`src/rtl/hazard_scoreboard_pkg.sv`:
```
`default_nettype none
// ============================================================================
// Module   : hazard_scoreboard_pkg
// Purpose  : Shared definitions for the hazard scoreboard: default register
//            address width, register count and the hazard-cause encoding
//            used to prioritise and debug stall reasons.
// Ports    : none (package)
// Revision : 1.0 - initial release
// ============================================================================
package hazard_scoreboard_pkg;

  localparam int REG_ADDR_BUS = 5;
  localparam int REG_NUM      = 2 ** REG_ADDR_BUS;

  typedef logic [REG_ADDR_BUS-1:0] reg_addr_t;

  typedef enum logic [2:0] {
    HZ_NONE = 3'd0,
    HZ_LU   = 3'd1,
    HZ_RAW  = 3'd2,
    HZ_WAW  = 3'd3,
    HZ_CAP  = 3'd4
  } hz_cause_e;

  // Highest-priority cause of a stall; HZ_NONE when the ID instruction may go.
  function automatic hz_cause_e hz_prio(input logic lu, input logic raw,
                                        input logic waw, input logic cap);
    hz_cause_e c;
    c = HZ_NONE;
    if (cap) c = HZ_CAP;
    if (waw) c = HZ_WAW;
    if (raw) c = HZ_RAW;
    if (lu)  c = HZ_LU;
    return c;
  endfunction

endpackage
`default_nettype wire

```
`src/rtl/hazard_scoreboard_sb_regfile.sv`:
```
`default_nettype none
// ============================================================================
// Module   : hazard_scoreboard_sb_regfile
// Purpose  : Pending-write bit vector for long-latency destinations. One set
//            port (issue) and one clear port (retire); set wins when both hit
//            the same register. Bit 0 (x0) is held at 0.
// Ports    : clk, rst          - clock, synchronous active-high reset
//            set_en, set_addr  - mark a register pending next cycle
//            clr_en, clr_addr  - clear a register's pending bit next cycle
//            pending           - current pending vector
// Revision : 1.0 - initial release
// ============================================================================
module hazard_scoreboard_sb_regfile
  import hazard_scoreboard_pkg::*;
#(
  parameter int REG_AW = REG_ADDR_BUS
) (
  input  logic                 clk,
  input  logic                 rst,
  input  logic                 set_en,
  input  logic [REG_AW-1:0]    set_addr,
  input  logic                 clr_en,
  input  logic [REG_AW-1:0]    clr_addr,
  output logic [2**REG_AW-1:0] pending
);

  localparam int NREG = 2 ** REG_AW;

  logic [NREG-1:0] pending_q;
  logic [NREG-1:0] pending_d;

  always_comb begin
    pending_d = pending_q;
    if (clr_en) pending_d[clr_addr] = 1'b0;
    if (set_en) pending_d[set_addr] = 1'b1;
    pending_d[0] = 1'b0;
  end

  always_ff @(posedge clk) begin
    if (rst) pending_q <= '0;
    else     pending_q <= pending_d;
  end

  assign pending = pending_q;

endmodule
`default_nettype wire

```
`src/rtl/hazard_scoreboard.sv`:
```
`default_nettype none
// ============================================================================
// Module   : hazard_scoreboard
// Purpose  : ID-stage hazard unit. Combines the EX load-use check with a
//            register scoreboard for long-latency writers (variable-latency
//            loads, mul/div), bounds in-flight writers to MAX_OUTST, and
//            arbitrates taken-jump flush over stall.
// Ports    : id_*            - ID instruction operands/destination/flags
//            ex_*            - EX destination, load flag, resolved jump
//            wb_long_*       - long-latency writeback this cycle
//            pc_stall, if_id_stall, if_id_flush, id_ex_flush - pipe controls
//            sb_pending      - pending vector; sb_full - in-flight at limit
// Macro    : HAZARD_PERF_CNT_EN adds perf_stall_cnt / perf_flush_cnt.
// Revision : 1.0 - initial release
// ============================================================================
module hazard_scoreboard
  import hazard_scoreboard_pkg::*;
#(
  parameter int REG_AW    = REG_ADDR_BUS,
  parameter int MAX_OUTST = 4,
  parameter int WB_BYPASS = 1
) (
  input  logic                 clk,
  input  logic                 rst,
  input  logic                 id_valid,
  input  logic [REG_AW-1:0]    id_rs1,
  input  logic [REG_AW-1:0]    id_rs2,
  input  logic                 id_rs1_used,
  input  logic                 id_rs2_used,
  input  logic [REG_AW-1:0]    id_rd,
  input  logic                 id_rd_we,
  input  logic                 id_long,
  input  logic                 ex_valid,
  input  logic [REG_AW-1:0]    ex_rd,
  input  logic                 ex_rmem,
  input  logic                 ex_jump,
  input  logic                 wb_long_valid,
  input  logic [REG_AW-1:0]    wb_long_rd,
  output logic                 pc_stall,
  output logic                 if_id_stall,
  output logic                 if_id_flush,
  output logic                 id_ex_flush,
  output logic [2**REG_AW-1:0] sb_pending,
  output logic                 sb_full
`ifdef HAZARD_PERF_CNT_EN
  ,
  output logic [31:0]          perf_stall_cnt,
  output logic [31:0]          perf_flush_cnt
`endif
);

  localparam int              CNT_W   = $clog2(MAX_OUTST + 1);
  localparam logic [CNT_W-1:0] CNT_MAX = CNT_W'(MAX_OUTST);
  localparam logic [CNT_W-1:0] CNT_ONE = CNT_W'(1);
  localparam logic             BYP_EN  = (WB_BYPASS != 0);

  logic [CNT_W-1:0] out_cnt_q;
  logic [CNT_W-1:0] out_cnt_d;

  logic [2**REG_AW-1:0] pending;
  logic lu, raw, waw, cap, stall, issue, retire;
  logic rs1_pend, rs2_pend, rd_pend;

  // A register completing its long writeback this cycle is treated as
  // already written when the regfile writes through.
  always_comb begin
    rs1_pend = pending[id_rs1] & ~(BYP_EN & wb_long_valid & (wb_long_rd == id_rs1));
    rs2_pend = pending[id_rs2] & ~(BYP_EN & wb_long_valid & (wb_long_rd == id_rs2));
    rd_pend  = pending[id_rd]  & ~(BYP_EN & wb_long_valid & (wb_long_rd == id_rd));

    lu  = id_valid & ex_valid & ex_rmem & (ex_rd != '0) &
          ((id_rs1_used & (id_rs1 == ex_rd)) | (id_rs2_used & (id_rs2 == ex_rd)));
    raw = id_valid & ((id_rs1_used & rs1_pend) | (id_rs2_used & rs2_pend));
    waw = id_valid & id_rd_we & (id_rd != '0) & rd_pend;
    // A same-cycle retire frees a slot, so the new writer may take it.
    cap = id_valid & id_long & (out_cnt_q == CNT_MAX) & ~wb_long_valid;

    // Jump kills the ID instruction, so it has nothing to wait for.
    stall  = (hz_prio(lu, raw, waw, cap) != HZ_NONE) & ~ex_jump;
    issue  = id_valid & id_long & id_rd_we & ~stall & ~ex_jump;
    retire = wb_long_valid;
  end

  assign pc_stall    = stall;
  assign if_id_stall = stall;
  assign id_ex_flush = stall | ex_jump;
  assign if_id_flush = ex_jump;
  assign sb_pending  = pending;
  assign sb_full     = (out_cnt_q == CNT_MAX);

  hazard_scoreboard_sb_regfile #(
    .REG_AW (REG_AW)
  ) u_sb_regfile (
    .clk      (clk),
    .rst      (rst),
    .set_en   (issue),
    .set_addr (id_rd),
    .clr_en   (retire),
    .clr_addr (wb_long_rd),
    .pending  (pending)
  );

  always_comb begin
    out_cnt_d = out_cnt_q;
    if (issue && !retire && (out_cnt_q != CNT_MAX)) begin
      out_cnt_d = out_cnt_q + CNT_ONE;
    end else if (retire && !issue && (out_cnt_q != '0)) begin
      out_cnt_d = out_cnt_q - CNT_ONE;
    end
  end

  always_ff @(posedge clk) begin
    if (rst) out_cnt_q <= '0;
    else     out_cnt_q <= out_cnt_d;
  end

  // A writeback with nothing outstanding means the long units and this
  // scoreboard disagree about what is in flight.
  always_ff @(posedge clk) begin
    if (!rst && wb_long_valid) begin
      assert (out_cnt_q != '0)
        else $error("hazard_scoreboard: long writeback with no writer outstanding");
    end
  end

`ifdef HAZARD_PERF_CNT_EN
  logic [31:0] perf_stall_cnt_q, perf_stall_cnt_d;
  logic [31:0] perf_flush_cnt_q, perf_flush_cnt_d;

  always_comb begin
    perf_stall_cnt_d = perf_stall_cnt_q;
    perf_flush_cnt_d = perf_flush_cnt_q;
    if (stall)   perf_stall_cnt_d = perf_stall_cnt_q + 32'd1;
    if (ex_jump) perf_flush_cnt_d = perf_flush_cnt_q + 32'd1;
  end

  always_ff @(posedge clk) begin
    if (rst) begin
      perf_stall_cnt_q <= '0;
      perf_flush_cnt_q <= '0;
    end else begin
      perf_stall_cnt_q <= perf_stall_cnt_d;
      perf_flush_cnt_q <= perf_flush_cnt_d;
    end
  end

  assign perf_stall_cnt = perf_stall_cnt_q;
  assign perf_flush_cnt = perf_flush_cnt_q;
`endif

endmodule
`default_nettype wire

```
`config.mk`:
```
export PLATFORM = sky130hd
export DESIGN_NAME = hazard_scoreboard
export DESIGN_NICKNAME = d
export VERILOG_FILES = /design/src/rtl/hazard_scoreboard_pkg.sv /design/src/rtl/hazard_scoreboard_sb_regfile.sv /design/src/rtl/hazard_scoreboard.sv
export SDC_FILE = /design/constraint.sdc
export NUM_CORES = 1
export LEC_CHECK = 0
export BUFFER_PORTS_ARGS = -buffer_cell sky130_fd_sc_hd__buf_2
export CAP_MARGIN = 20
export CELL_PAD_IN_SITES_DETAIL_PLACEMENT = 1
export CELL_PAD_IN_SITES_GLOBAL_PLACEMENT = 2
export CORE_ASPECT_RATIO = 0.75
export CORE_MARGIN = 2
export CORE_UTILIZATION = 29
export CTS_CLUSTER_DIAMETER = 200
export DETAILED_ROUTE_END_ITERATION = 12
export PLACE_DENSITY_LB_ADDON = 0.1
export SLEW_MARGIN = 10
export SYNTH_ARGS = -nofsm -noshare
export SYNTH_HDL_FRONTEND = slang
export SYNTH_SLANG_ARGS = --single-unit
```
`constraint.sdc`:
```
create_clock -name clk -period 3.13 [get_ports clk]
set_input_delay 0 -clock clk [delete_from_list [all_inputs] [get_ports clk]]
set_output_delay 0 -clock clk [all_outputs]
set_load 0.03 [all_outputs]
```
==> impl_metrics.yaml <==
yosys:
  synthFlopType: "dfxtp_1"
  syn-instance-count: 344
  ys_types: 51
  seq_area_frac_synth: 0.231
  synth-async-reset-ratio: 0
  syn_area_sq_um: 2940
  postSynthAreaPerCell_sq_um: 8.55
  synth_nets: 381
  synth.ff_latch_count: 34
  synth-edff-count: 0
  yosys_warnings: 0
drt:
  drtIter0Drc: 221
  viasPerCell: 5.56
  drc: 0
  wirelength_um: 12700
  dr_total_vias: 3095
  drtAntennaViolNets: 0
  wl_per_cell_um: 22.8
  first_pass_iters: 5
placement:
  dp_hpwl_um: 9530
  place.gp.congestion: 0.845
  portBuffers: 71
  dpl_worst_slack_ns: -0.0810
  dpl_cell_area_sq_um: 3550
run_status:
  run_status: "finished with violations"
  violations: "setup timing"
power_and_ir_drop:
  intPower_w: 0.000858
  power_density_nw_per_um2: 329
  power.share.combinational: 0.219
  peakVddDrop_uv: 202
  p_leak_nw: 1.49
  switching_share: 0.306
  power.share.clock: 0.420
  power_w: 0.00124
  pwr-share-seq: 0.361
  p_sw_w: 0.000379
cells_and_area:
  drive_gt1_frac: 0.360
  final_common_cell: "buf_2"
  syn_to_final_growth_pct: 27.9
  antenna_cells: 0
  final_nets: 461
  fill_cells: 1197
  design_area_sq_um: 3760
  final_cell_mix: "71 x buf_2, 35 x o21ai_0, 34 x buf_4"
global_routing:
  grt_pass1_wl_um: 19300
  track_usage: 0.233
  met1_usage: 0.352
  first_global_vias: 3129
  grt.busiest_layer: "met1"
  grt.overflow.total: 0
  grt_use_met3: 0.0503
  antenna_found_initial: 0
  grt_use_met2: 0.342
  grt_max_degree: 39
job:
  cap_violations: 0
clocking:
  numCtsBuffers: 5
  numClockSinks: 34
  cts_hold_buf: 0
  cts_max_path_buffers: 2
  clock_latency_ns: 0.28
  path_clk_slew_ns: 0.06
  cts_tree: "done"
  ctsHtreeMaxLevel: 2
  root_buffer: "clkbuf_16"
timing:
  finalCriticalPeriod_ns: 3.19
  grt_setup_unrepaired: "yes"
  slew_headroom: 0.470
  period_share: 1.02
  fmax_mhz: 314
  fin_skew_ns: 0.00264
  finalWorstSetupSlack_ns: -0.0570
  slew_viol_final: 0
  hold_viol: 0
  tightest_slew_ns: 0.796
  setup_tns_ns: -0.0570
  setup_viol: 1
floorplanning:
  dieArea_sq_um: 11000
  initial_core_util: 0.301
  num_rows: 31
  core_area_sq_um: 9770
  die_h_um: 91.2
  ios: 73
  chipWidth_um: 120
worst_hold_path:
  min_path_type: "in2reg"
worst_setup_path:
  critical_path.startpoint_type: "flop"
  crit_fanout: 5
  worstPathRequired_ns: 3.27
  crit_arrival_ns: 3.33
  critPathCaptureType: "flop"
  worstSetupPathType: "reg2reg"
[final timing paths]
path / cells past startpoint / slack, ns / startpoint / endpoint
worst min register to register: 2 / 0.52 / u_sb_regfile.pending[4] / u_sb_regfile.pending[4]
worst max register to register: 11 / -0.06 / u_sb_regfile.pending[7] / out_cnt_q[2]
worst min-delay path: 3 / 0.11 / id_rd[0] / u_sb_regfile.pending[12]
worst max-delay path: 11 / -0.06 / u_sb_regfile.pending[7] / out_cnt_q[2]
[per-stage QoR]
| step | instances | hold slack, ns | util |
|---|---|---|---|
| 3_5_place_dp | 548 | 0.297 | 0.364 |
| 3_3_place_gp | 548 | 0.289 | 0.364 |
| 5_1_grt | 557 | 0.113 | 0.385 |
| 2_1_floorplan | 344 | 0.119 | - |
| 4_1_cts | 556 | 0.0920 | 0.379 |
| 6_report | 557 | 0.107 | 0.385 |
[critical path, stage by stage, from the launching register on]
cell and delay (ns):
dfxtp_4 0.35, mux4_2 0.48, mux2i_2 0.23, o32ai_2 0.12, a211oi_2 0.23, o22ai_2 0.15
nor4_4 0.26, inv_1 0.10, fa_2 0.36, nand2b_4 0.15, mux4_2 0.46, nor2b_1 0.14
[timing repair]
item	CTS	global route
setup endpoints to repair	1	7
gates resized for setup	1	10
pin swaps	0	3
buffers inserted	0	1
[cell usage after synthesis, types with 5 or more instances]
| cell | count | area (sq um) |
|---|---|---|
| o21ai_0 | 35 | 175 |
| dfxtp_1 | 34 | 681 |
| mux2i_1 | 26 | 260 |
| a21oi_1 | 21 | 105 |
| xnor2_1 | 18 | 158 |
| clkbuf_1 | 17 | 63.8 |
| nor2b_1 | 16 | 100 |
| mux4_2 | 13 | 293 |
| nand2_1 | 12 | 45.0 |
| nand3b_1 | 12 | 90.1 |
| nor2_1 | 11 | 41.3 |
| inv_1 | 10 | 37.5 |
| or3_1 | 10 | 62.6 |
| buf_2 | 8 | 40.0 |
| or4_1 | 8 | 60.1 |
| xor2_1 | 8 | 70.1 |
| o21ai_2 | 7 | 61.3 |
| nand3_1 | 6 | 30.0 |
| nor4_1 | 6 | 37.5 |
| o32ai_1 | 6 | 52.6 |
| or3b_2 | 6 | 52.6 |
| o21ai_1 | 5 | 25.0 |
[sequential cells by signal (all words and copies together) (netlist names)]
signal,flops
u_sb_regfile.pending,31
out_cnt_q,3
[kinds of logic after synthesis]
family / after synthesis / share of synthesized area
and+or+nand+nor: 104 / 0.216
buffers and inverters: 42 / 0.0685
adders and majority gates: 1 / 0.00680
DFF: 34 / 0.231
muxes: 40 / 0.192
other: 1 / 0.00127
xor gates and xnor gates: 26 / 0.0774
AOI/OAI and AO/OA: 96 / 0.207
[final cells by class]
class / instances / area [sq um] / area share
clock buffers: 6 / 139 / 0.0369
clock inverters: 2 / 12.5 / 0.00332
inverters: 10 / 37.5 / 0.00997
flip-flops and latches: 34 / 686 / 0.182
well taps: 132 / 165 / 0.0439
multi-input cells: 268 / 2110 / 0.562
repair buffers: 105 / 611 / 0.162
[layer usage]
layer / share of wire / vias up
met5: 0 / -
met4: 0.0086 / 0
met3: 0.065 / 11
met2: 0.43 / 105
met1: 0.50 / 1539
li1: - / 1440
[power groups by stage]
stage               combinational [W]  sequential (W)  clock, W
CTS                          0.000261        0.000447  0.000534
finish                       0.000271        0.000446  0.000520
floorplan                    0.000169        0.000456         0
global placement             0.000259        0.000457         0
global route                 0.000293        0.000448  0.000552
detailed placement           0.000258        0.000457         0
No activity file was read; power rests on OpenSTA's default activity.
